## src/rtl/aes_key_pkg.sv

```systemverilog
`default_nettype none
// ============================================================================
// Package : aes_key_pkg
// Brief   : Shared AES-128 key-schedule constants, state type and rcon lookup.
// Rev     : 1.0  initial release
// ============================================================================
package aes_key_pkg;

    localparam int AES_NROUNDS = 10;
    localparam int AES_KEY_W   = 128;

    typedef enum logic [1:0] {
        IDLE    = 2'd0,
        EXPAND  = 2'd1,
        READY   = 2'd2,
        DECRYPT = 2'd3
    } key_state_t;

    // Round constant for rounds 1..10; index 0 and out-of-range return 0.
    function automatic logic [7:0] rcon(input logic [3:0] r);
        case (r)
            4'd1:    rcon = 8'h01;
            4'd2:    rcon = 8'h02;
            4'd3:    rcon = 8'h04;
            4'd4:    rcon = 8'h08;
            4'd5:    rcon = 8'h10;
            4'd6:    rcon = 8'h20;
            4'd7:    rcon = 8'h40;
            4'd8:    rcon = 8'h80;
            4'd9:    rcon = 8'h1b;
            4'd10:   rcon = 8'h36;
            default: rcon = 8'h00;
        endcase
    endfunction

endpackage
`default_nettype wire

```

## src/rtl/key_sub_word.sv

```systemverilog
`default_nettype none
// ============================================================================
// Module : key_sub_word
// Brief  : RotWord + SubWord + rcon XOR on one 32-bit key-schedule word.
// Rev    : 1.0  initial release
// ============================================================================
module key_sub_word (
    input  logic [31:0] word_i,
    input  logic [7:0]  rcon_i,
    output logic [31:0] word_o
);

    logic [31:0] w_rot;
    logic [31:0] w_sub;

    assign w_rot = {word_i[23:0], word_i[31:24]};

    generate
        for (genvar gi = 0; gi < 4; gi++) begin : g_sbox
            sbox u_sbox (
                .in_i  (w_rot[8*gi +: 8]),
                .out_o (w_sub[8*gi +: 8])
            );
        end
    endgenerate

    assign word_o = w_sub ^ {rcon_i, 24'h000000};

endmodule
`default_nettype wire

```

## src/rtl/sbox.sv

```systemverilog
`default_nettype none
// ============================================================================
// Module : sbox
// Brief  : AES forward S-box, purely combinational byte substitution.
// Rev    : 1.0  initial release
// ============================================================================
module sbox (
    input  logic [7:0] in_i,
    output logic [7:0] out_o
);

    localparam logic [0:255][7:0] C_SBOX = {
        128'h637c777bf26b6fc53001672bfed7ab76,
        128'hca82c97dfa5947f0add4a2af9ca472c0,
        128'hb7fd9326363ff7cc34a5e5f171d83115,
        128'h04c723c31896059a071280e2eb27b275,
        128'h09832c1a1b6e5aa0523bd6b329e32f84,
        128'h53d100ed20fcb15b6acbbe394a4c58cf,
        128'hd0efaafb434d338545f9027f503c9fa8,
        128'h51a3408f929d38f5bcb6da2110fff3d2,
        128'hcd0c13ec5f974417c4a77e3d645d1973,
        128'h60814fdc222a908846eeb814de5e0bdb,
        128'he0323a0a4906245cc2d3ac629195e479,
        128'he7c8376d8dd54ea96c56f4ea657aae08,
        128'hba78252e1ca6b4c6e8dd741f4bbd8b8a,
        128'h703eb5664803f60e613557b986c11d9e,
        128'he1f8981169d98e949b1e87e9ce5528df,
        128'h8ca1890dbfe6426841992d0fb054bb16
    };

    assign out_o = C_SBOX[in_i];

endmodule
`default_nettype wire

```

## src/rtl/inv_round_key_gen.sv

```systemverilog
`default_nettype none
// ============================================================================
// Module : inv_round_key_gen
// Brief  : AES-128 decrypt key sequencer: forward-expands to the round-10 key,
//          then steps the schedule back toward round 0 on request.
//          Build option INV_KEY_CACHE_EN stores all round keys in an array.
// Rev    : 1.0  initial release
// ============================================================================
module inv_round_key_gen
    import aes_key_pkg::*;
#(
    parameter int NROUNDS = AES_NROUNDS,
    parameter int KEY_W   = AES_KEY_W
) (
    input  logic             clk,
    input  logic             n_rst,
    input  logic             chg_key,
    input  logic [KEY_W-1:0] rx_key,
    input  logic             dec_start,
    input  logic             dec_step,
    output logic [KEY_W-1:0] dec_key,
    output logic [3:0]       dec_round,
    output logic             key_ready,
    output logic             expand_busy,
    output logic             round_valid
);

    localparam logic [3:0] C_LAST = 4'(NROUNDS);

    key_state_t       state_q, state_d;
    logic [KEY_W-1:0] work_q, work_d;
    logic [KEY_W-1:0] dec_key_q, dec_key_d;
    logic [3:0]       rnd_q, rnd_d;
    logic [3:0]       dec_round_q, dec_round_d;
    logic             key_ready_q, key_ready_d;
    logic             busy_q, busy_d;
    logic             valid_q, valid_d;

    logic [31:0]      w_sw_in;
    logic [31:0]      w_sw_out;
    logic [7:0]       w_rcon;
    logic [KEY_W-1:0] w_fwd;
    logic [KEY_W-1:0] w_r10;
    logic [KEY_W-1:0] w_prev;

    key_sub_word u_sub_word (
        .word_i (w_sw_in),
        .rcon_i (w_rcon),
        .word_o (w_sw_out)
    );

    assign w_fwd[127:96] = work_q[127:96] ^ w_sw_out;
    assign w_fwd[95:64]  = work_q[95:64]  ^ w_fwd[127:96];
    assign w_fwd[63:32]  = work_q[63:32]  ^ w_fwd[95:64];
    assign w_fwd[31:0]   = work_q[31:0]   ^ w_fwd[63:32];

`ifdef INV_KEY_CACHE_EN
    logic [KEY_W-1:0] cache_q [0:NROUNDS];

    assign w_sw_in = work_q[31:0];
    assign w_rcon  = rcon(rnd_q);
    assign w_r10   = cache_q[C_LAST];
    assign w_prev  = cache_q[dec_round_q - 4'd1];

    always_ff @(posedge clk or negedge n_rst) begin
        if (!n_rst) begin
            for (int i = 0; i <= NROUNDS; i++) begin
                cache_q[i] <= '0;
            end
        end else if (chg_key) begin
            cache_q[0] <= rx_key;
        end else if (state_q == EXPAND) begin
            cache_q[rnd_q] <= w_fwd;
        end
    end
`else
    logic [KEY_W-1:0] r10_q;
    logic [31:0]      w_inv_w3;

    // The S-box path is shared: forward expansion in EXPAND, inverse round in DECRYPT.
    assign w_inv_w3 = dec_key_q[31:0] ^ dec_key_q[63:32];
    assign w_sw_in  = (state_q == DECRYPT) ? w_inv_w3 : work_q[31:0];
    assign w_rcon   = (state_q == DECRYPT) ? rcon(dec_round_q) : rcon(rnd_q);
    assign w_r10    = r10_q;
    assign w_prev   = {dec_key_q[127:96] ^ w_sw_out,
                       dec_key_q[95:64]  ^ dec_key_q[127:96],
                       dec_key_q[63:32]  ^ dec_key_q[95:64],
                       w_inv_w3};

    always_ff @(posedge clk or negedge n_rst) begin
        if (!n_rst) begin
            r10_q <= '0;
        end else if (!chg_key && state_q == EXPAND && rnd_q == C_LAST) begin
            r10_q <= w_fwd;
        end
    end
`endif

    always_comb begin
        state_d     = state_q;
        work_d      = work_q;
        dec_key_d   = dec_key_q;
        rnd_d       = rnd_q;
        dec_round_d = dec_round_q;
        key_ready_d = key_ready_q;
        busy_d      = busy_q;
        valid_d     = valid_q;

        if (chg_key) begin
            state_d     = EXPAND;
            work_d      = rx_key;
            rnd_d       = 4'd1;
            busy_d      = 1'b1;
            key_ready_d = 1'b0;
            valid_d     = 1'b0;
        end else begin
            case (state_q)
                EXPAND: begin
                    work_d = w_fwd;
                    rnd_d  = rnd_q + 4'd1;
                    if (rnd_q == C_LAST) begin
                        state_d     = READY;
                        busy_d      = 1'b0;
                        key_ready_d = 1'b1;
                    end
                end
                READY, DECRYPT: begin
                    if (dec_start) begin
                        state_d     = DECRYPT;
                        dec_key_d   = w_r10;
                        dec_round_d = C_LAST;
                        valid_d     = 1'b1;
                    end else if (state_q == DECRYPT && dec_step && dec_round_q != 4'd0) begin
                        dec_key_d   = w_prev;
                        dec_round_d = dec_round_q - 4'd1;
                    end
                end
                default: ;
            endcase
        end
    end

    always_ff @(posedge clk or negedge n_rst) begin
        if (!n_rst) begin
            state_q     <= IDLE;
            work_q      <= '0;
            dec_key_q   <= '0;
            rnd_q       <= 4'd0;
            dec_round_q <= 4'd0;
            key_ready_q <= 1'b0;
            busy_q      <= 1'b0;
            valid_q     <= 1'b0;
        end else begin
            state_q     <= state_d;
            work_q      <= work_d;
            dec_key_q   <= dec_key_d;
            rnd_q       <= rnd_d;
            dec_round_q <= dec_round_d;
            key_ready_q <= key_ready_d;
            busy_q      <= busy_d;
            valid_q     <= valid_d;
        end
    end

    assign dec_key     = dec_key_q;
    assign dec_round   = dec_round_q;
    assign key_ready   = key_ready_q;
    assign expand_busy = busy_q;
    assign round_valid = valid_q;

endmodule
`default_nettype wire

```

## config.mk

```make
export PLATFORM = sky130hd
export DESIGN_NAME = inv_round_key_gen
export DESIGN_NICKNAME = d
export VERILOG_FILES = /design/src/rtl/aes_key_pkg.sv /design/src/rtl/key_sub_word.sv /design/src/rtl/sbox.sv /design/src/rtl/inv_round_key_gen.sv
export SDC_FILE = /design/constraint.sdc
export NUM_CORES = 2
export LEC_CHECK = 0
export BUFFER_PORTS_ARGS = -buffer_cell sky130_fd_sc_hd__clkbuf_2
export CAP_MARGIN = 10
export CORE_UTILIZATION = 50
export CTS_BUF_LIST = sky130_fd_sc_hd__clkbuf_4
export CTS_CLUSTER_DIAMETER = 60
export CTS_CLUSTER_SIZE = 14
export DETAILED_ROUTE_END_ITERATION = 12
export HOLD_SLACK_MARGIN = 0.02
export PLACE_DENSITY = 0.73
export SYNTH_ARGS = -nofsm -noshare
export SYNTH_HDL_FRONTEND = slang
export SYNTH_SLANG_ARGS = --single-unit
```

## constraint.sdc

```tcl
create_clock -name clk -period 12.7 [get_ports clk]
set_input_delay 2.54 -clock clk [delete_from_list [all_inputs] [get_ports clk]]
set_output_delay 2.54 -clock clk [all_outputs]
set_load 0.01 [all_outputs]
```

==> Yosys cells after proc, flatten, opt, wreduce, memory -nomap -nowiden <==
Memory sizes are Yosys's and may differ from the RTL's.
Index checks and enable logic that the tools add are counted.
{ "word_totals": {"regBits": 397, "mem_bits_ro": 8448, "out_inout_bits": 135, "wordCells": 89, "mem_count": 6} }
{ "mem_list": {"columns": ["name", "words", "word_bits", "rd", "rd_ports_with_merged_regs", "write_ports", "line_no", "source"], "rows": [
  ["(name not given)", 256, 8, 1, 0, 0, "sbox.sv:31", "assign out_o = C_SBOX[in_i];"],
  ["(name not given)", 256, 8, 1, 0, 0, "sbox.sv:31", null],
  ["(name not given)", 256, 8, 1, 0, 0, "sbox.sv:31", null],
  ["(name not given)", 256, 8, 1, 0, 0, "sbox.sv:31", null],
  ["(name not given)", 16, 8, 1, 0, 0, "aes_key_pkg.sv:21", "case (r)"],
  ["(name not given)", 16, 8, 1, 0, 0, "aes_key_pkg.sv:21", null]
]} }
{ "op_classes": {"addsub": 2, "magnitude_cmp": 4, "eq_ne": 6, "mux": 31, "n_bitwise": 14, "reduce_logical": 17} }
{ "op_table": {"columns": ["cell", "count"], "rows": [
  ["$mux 128", 4],
  ["$xor 32x32->32", 9],
  ["$mux 8", 9],
  ["$ge 9x9->1 const B", 4],
  ["$not 8->9", 4],
  ["$mux 32", 1],
  ["$mux 4", 4],
  ["$reduce_bool 2->1", 5],
  ["$mux 1", 9],
  ["$mux 2", 3],
  ["$reduce_and 3->1", 2],
  ["$add 4x1->4 const B", 1],
  ["$eq 2x2->1 const B", 2],
  ["$eq 4x4->1 const B", 1],
  ["$logic_and 1x1->1", 4],
  ["$pmux 2 s2", 1],
  ["$reduce_and 2->1", 2],
  ["$reduce_bool 4->1", 1],
  ["$sub 4x1->4 const B", 1],
  ["$ne 3x2->1 const B", 1],
  ["$ne 3x3->1 const B", 1],
  ["$reduce_bool 3->1", 1],
  ["$eq 2x1->1 const B", 1],
  ["$reduce_or 2->1", 1],
  ["2 further kinds", 2]
]} }

==> Depth between registers and ports, before layout <==
{ "logic_depth": {"depth_word": 13, "depth_mapped": 22} }

==> Modules after synthesis <==
Synthesis repeated with hierarchy kept, for this count alone.
{ "hier_totals": {"hier_cells": 4114, "area_unflattened_um2": 33136.8} }
{ "by_module_without_submodules": {"columns": ["mod", "instances", "cells_per_inst", "area_per_inst_um2"], "rows": [
  ["inv_round_key_gen", 1, 2078, 20349.5],
  ["sbox", 4, 507, 3179.3],
  ["key_sub_word", 1, 8, 70.1]
]} }

==> Worst setup path before layout <==
OpenSTA, ideal clock, no wires.
{ "synth_path": {"path_kind": "register -> register", "startpoint": "reg state_q[1]", "endpoint": "reg work_q[28]", "arrival_time_ns": 4.332, "required_ns": 12.618, "setup_slack_ns": 8.286, "path_stages_with_launch": 21, "path_cell_list": "dfrtp_1 > buf_6 > and2_4 > buf_6 > mux2_2 > inv_2 > clkbuf_1 > ha_1 > clkbuf_1 > inv_1 > o22a_1 > clkbuf_1 > nor3b_1 > a311oi_1 > nor3_1 > or3_1 > a32o_1 > xnor2_1 > xor2_1 > or3_1 > a31oi_1"} }
{ "synth_via": {"elab_chain_len": 13, "elab_cells_between_ends": 16, "cone_classes": "eq/ne (2); mux (6); bitwise (6); reduce/logical (1); memory (1)"} }
{ "synth_lines": {"columns": ["element", "line_no", "source"], "rows": [
  ["from (decl)", "inv_round_key_gen.sv:30", "key_state_t state_q, state_d;"],
  ["from (signal assigned)", "inv_round_key_gen.sv:154", "state_q <= state_d;"],
  ["$eq 2x2->1", "inv_round_key_gen.sv:82, inv_round_key_gen.sv:83", null],
  ["$mux 32", "inv_round_key_gen.sv:82", "assign w_sw_in = (state_q == DECRYPT) ? w_inv_w3 : work_q[31:0];"],
  ["$not 8->9 (not written as such)", "sbox.sv:31", null],
  ["$mem_v2 256x8", null, null],
  ["$mux 8 (not written as such) (2 in series)", "sbox.sv:31", null],
  ["$xor 32x32->32", "key_sub_word.sv:27", "assign word_o = w_sub ^ {rcon_i, 24'h000000};"],
  ["$xor 32x32->32", "inv_round_key_gen.sv:52", "assign w_fwd[127:96] = work_q[127:96] ^ w_sw_out;"],
  ["$xor 32x32->32", "inv_round_key_gen.sv:53", "assign w_fwd[95:64] = work_q[95:64] ^ w_fwd[127:96];"],
  ["$xor 32x32->32", "inv_round_key_gen.sv:54", "assign w_fwd[63:32] = work_q[63:32] ^ w_fwd[95:64];"],
  ["$xor 32x32->32", "inv_round_key_gen.sv:55", "assign w_fwd[31:0] = work_q[31:0] ^ w_fwd[63:32];"],
  ["$mux 128", "inv_round_key_gen.sv:117", "case (state_q)"],
  ["$mux 128", "inv_round_key_gen.sv:109", "if (chg_key) begin"],
  ["to (signal assigned)", "inv_round_key_gen.sv:155", "work_q <= work_d;"],
  ["to (decl)", "inv_round_key_gen.sv:31", "logic [KEY_W-1:0] work_q, work_d;"]
]} }
Parallel ways exist; a longest one is shown, timed or not. The select of a mux whose other input is x is not followed.
A chain may end at the register's enable or synchronous reset.

==> Worst setup path in the final report <==
{ "layout_path": {"startpoint": "reg state_q[1]", "endpoint": "reg work_q[16]"} }
{ "layout_via": {"elab_chain_len": 13, "elab_cells_between_ends": 15, "cone_classes": "eq/ne (2); mux (5); bitwise (6); reduce/logical (1); memory (1)"} }
{ "layout_lines": {"columns": ["element", "line_no"], "rows": [
  ["$eq 2x2->1", "inv_round_key_gen.sv:82"],
  ["$mux 32", "inv_round_key_gen.sv:82"],
  ["$not 8->9 (not written as such)", "sbox.sv:31"],
  ["$mem_v2 256x8", null],
  ["$mux 8 (not written as such) (2 in series)", "sbox.sv:31"],
  ["$xor 32x32->32", "key_sub_word.sv:27"],
  ["$xor 32x32->32", "inv_round_key_gen.sv:52"],
  ["$xor 32x32->32", "inv_round_key_gen.sv:53"],
  ["$xor 32x32->32", "inv_round_key_gen.sv:54"],
  ["$xor 32x32->32", "inv_round_key_gen.sv:55"],
  ["$mux 128", "inv_round_key_gen.sv:117"],
  ["$mux 128", "inv_round_key_gen.sv:109"]
]} }
Parallel ways exist; a longest one is shown, timed or not. The select of a mux whose other input is x is not followed.

==> results_dict.tcl <==
set metrics [dict create \
    outcome "finished clean" \
    finalNonFillerCells 5406 \
    synth-main-ff-cell "dfrtp_1" \
    htreeDepth 2 \
    grt_pass1_vias 35400 \
    clock.fmax_mhz 145 \
    max_slew_margin_pct 7.02 \
    vias 39100 \
    powerDensity_nw_per_um2 352 \
    fin_crit_ns 6.89 \
    p_leak_nw 14.8 \
    synth_cell_types 108 \
    skew_ns 0.0567 \
    grt_max_degree 153 \
    drive_above_1_share_pct 12.5 \
    cp_max_fo 43 \
    grt_use_met3_pct 13.7 \
    gp_congestion 1.10 \
    hold_path_depth 2 \
    cap_violations 0 \
    dpl.cell_count 5364 \
    cts_tree "yes" \
    dpl.hpwl_mm 97.7 \
    max_slew.worst_pin.slew_ns 1.39 \
    r2r_start "state_q[1]" \
    synth_nets 4718 \
    ant_nets 0 \
    hold_buffers 0 \
    antenna_found_initial 3 \
    synth_common_cells "555 x o21ai_0, 537 x nand2_1, 397 x dfrtp_1" \
    postSynthCellCount 4523 \
    grt_pass1_wl_mm 222 \
    finalInstanceArea_um2 36900 \
    yosys_warnings 0 \
    hold_viol 0 \
    power.total_w 0.0130 \
    placed_area_um2 36600 \
    finalWirelength_mm 147 \
    whs_ns 0.488 \
    final_nets 4655 \
    top_usage_layer "met2" \
    drv_slew 0 \
    dieArea_um2 71700 \
    worst-endpoint-arrival_ns 7.59 \
    peakVddDrop_mv 0.213 \
    crit_type "flop to flop" \
    fp.dieH_um 268 \
    wire_per_inst_um 27.3 \
    clkTransAtPathRegs_ns 0.16 \
    cts_setup_buffers 0 \
    die_w_um 268 \
    synthTopCellsByArea "dfrtp_1 28%, o21ai_0 7.9%, nand2_1 5.7%" \
    rsz0062_at_grt "false" \
    synth_top_area_cell "dfrtp_1" \
    synthArstFlopShare_pct 100 \
    synth_area_per_cell_um2 7.80 \
    ios 268 \
    syn2layout_area_growth_pct 4.62 \
    synth_edf_count 0 \
    cp-end-kind "flop" \
    min_period_over_period_pct 54.2 \
    clkSinkCount 397 \
    synth_top_area_share_pct 28.1 \
    regToRegSetupSlack_ns 5.81 \
    numCtsBuffers 34 \
    first_pass_iters 13 \
    startpoint_type "flop" \
    r2r-end "work_q[16]" \
    grt_use_met2_pct 55.7 \
    yosysMostFrequentCell "o21ai_0" \
    core_area_um2 69900 \
    finalSetupViolCount 0 \
    syn_area_um2 35300 \
    ys_seq_elements 397 \
    grt_use_met1_pct 55.5 \
    overflow 0 \
    clockBufferDepth 3 \
    drtIter0Drc 7103 \
    min-delay-start "r10_q[50]" \
    row_count 97 \
    hold_path_class "flop to flop" \
    reg2reg_depth 17 \
    route.detailed.drc 0 \
    grt_usage_pct 39.8 \
    fin_setup_tns_ns 0 \
    cts_resized 0 \
    clk_latency_ns 0.76 \
    worstPathRequired_ns 13.40 \
    yosysSeqAreaShare_pct 28.1 \
    via_per_inst 7.24 \
    start_util_pct 50.5 \
    holdPathEnd "r10_q[50]" \
    port_buffers 267 \
    cts-root-buf "clkbuf_4" \
]
cells in the final DEF (no fill, tap or decap), types with 38 or more instances in the layout:
master | synthesis | final
o21ai_0 | 555 | 555
nand2_1 | 537 | 536
dfrtp_1 | 397 | 395
nor2_1 | 338 | 337
a21oi_1 | 307 | 306
clkbuf_2 | 0 | 264
xnor2_1 | 179 | 179
nand3_1 | 156 | 155
a211oi_1 | 122 | 121
xor2_1 | 106 | 106
o211ai_1 | 97 | 97
nor3_1 | 93 | 92
a31oi_1 | 91 | 91
buf_4 | 20 | 87
o22ai_1 | 72 | 72
ha_1 | 62 | 62
a22oi_1 | 57 | 57
mux2i_1 | 47 | 45
o221ai_1 | 42 | 42
a311oi_1 | 41 | 41
o311ai_0 | 39 | 39
nor3b_1 | 38 | 38
flip-flops by register name, summed over array words and instances (netlist names):
signal,cells
dec_key,128
rnd_q,4
key_ready,1
r10_q,128
dec_round,4
expand_busy,1
state_q,2
work_q,128
round_valid,1
power breakdown:
group	total, W	internal (W)	switching (W)
clock	0.000593	0.000175	0.000418
sequential	0.00199	0.00160	0.000389
combinational	0.0104	0.00356	0.00684
worst max-delay path by stage:
| stage | start | to | cells past startpoint | slack, ns |
|---|---|---|---|---|
| 2_1_floorplan | state_q[1] | work_q[28] | 20 | 8.29 |
| 4_1_cts | state_q[1] | work_q[16] | 16 | 6.26 |
| 3_3_place_gp | chg_key | dec_key[39] | 7 | 6.17 |
| 6_report | state_q[1] | work_q[16] | 17 | 5.81 |
| 3_5_place_dp | chg_key | dec_key[7] | 7 | 6.11 |
| 5_1_grt | state_q[1] | work_q[23] | 16 | 5.70 |
per-stage QoR:
| stage | utilization, % | setup WS, ns |
|---|---|---|
| 2_1_floorplan | - | 8.29 |
| 3_3_place_gp | 52.3 | 6.17 |
| 3_5_place_dp | 52.3 | 6.11 |
| 4_1_cts | 52.8 | 6.26 |
| 5_1_grt | 52.8 | 5.70 |
| 6_report | 52.8 | 5.81 |
logic make-up after synthesis:
group	share of synthesized area (%)
AOI/OAI and AO/OA	35.1
and+or+nand+nor	16.9
buffers and inverters	6.40
DFF	28.1
xor gates and xnor gates	9.03
muxes	2.21
adders and majority gates	2.20
critical path: stages, from the launching register on:
cell and delay [ns]:
dfrtp_2 0.65, and2_4 0.39, buf_4 0.39, a21oi_2 0.20, buf_4 0.38, inv_1 0.30, buf_4 0.30, ha_1 0.42
a211oi_1 1.15, o21ai_0 0.40, a31oi_1 0.36, o311ai_1 0.16, o41ai_1 0.13, mux2i_2 0.38, xor2_2 0.33, xnor3_1 0.34
or4_1 0.43, nand3_1 0.09
routing by layer:
metal,up-vias,routed length [um],part of all wire [%]
met1,18400,57700,39
met4,4,7820,5.3
li1,16800,-,-
met3,739,22200,15
met5,-,32,0.022
met2,3281,59600,40
area by class of cell:
type                    instances  area, um2
fillers                      6730      33000
multi-input cells            3625      23300
flip-flops and latches        397       9940
repair buffers                355       2030
well taps                     940       1180
clock buffers                  36        270
inverters                      47        178
clock inverters                 4       72.6
diodes                          2       5.00
No activity file was read; power rests on OpenSTA's default activity.
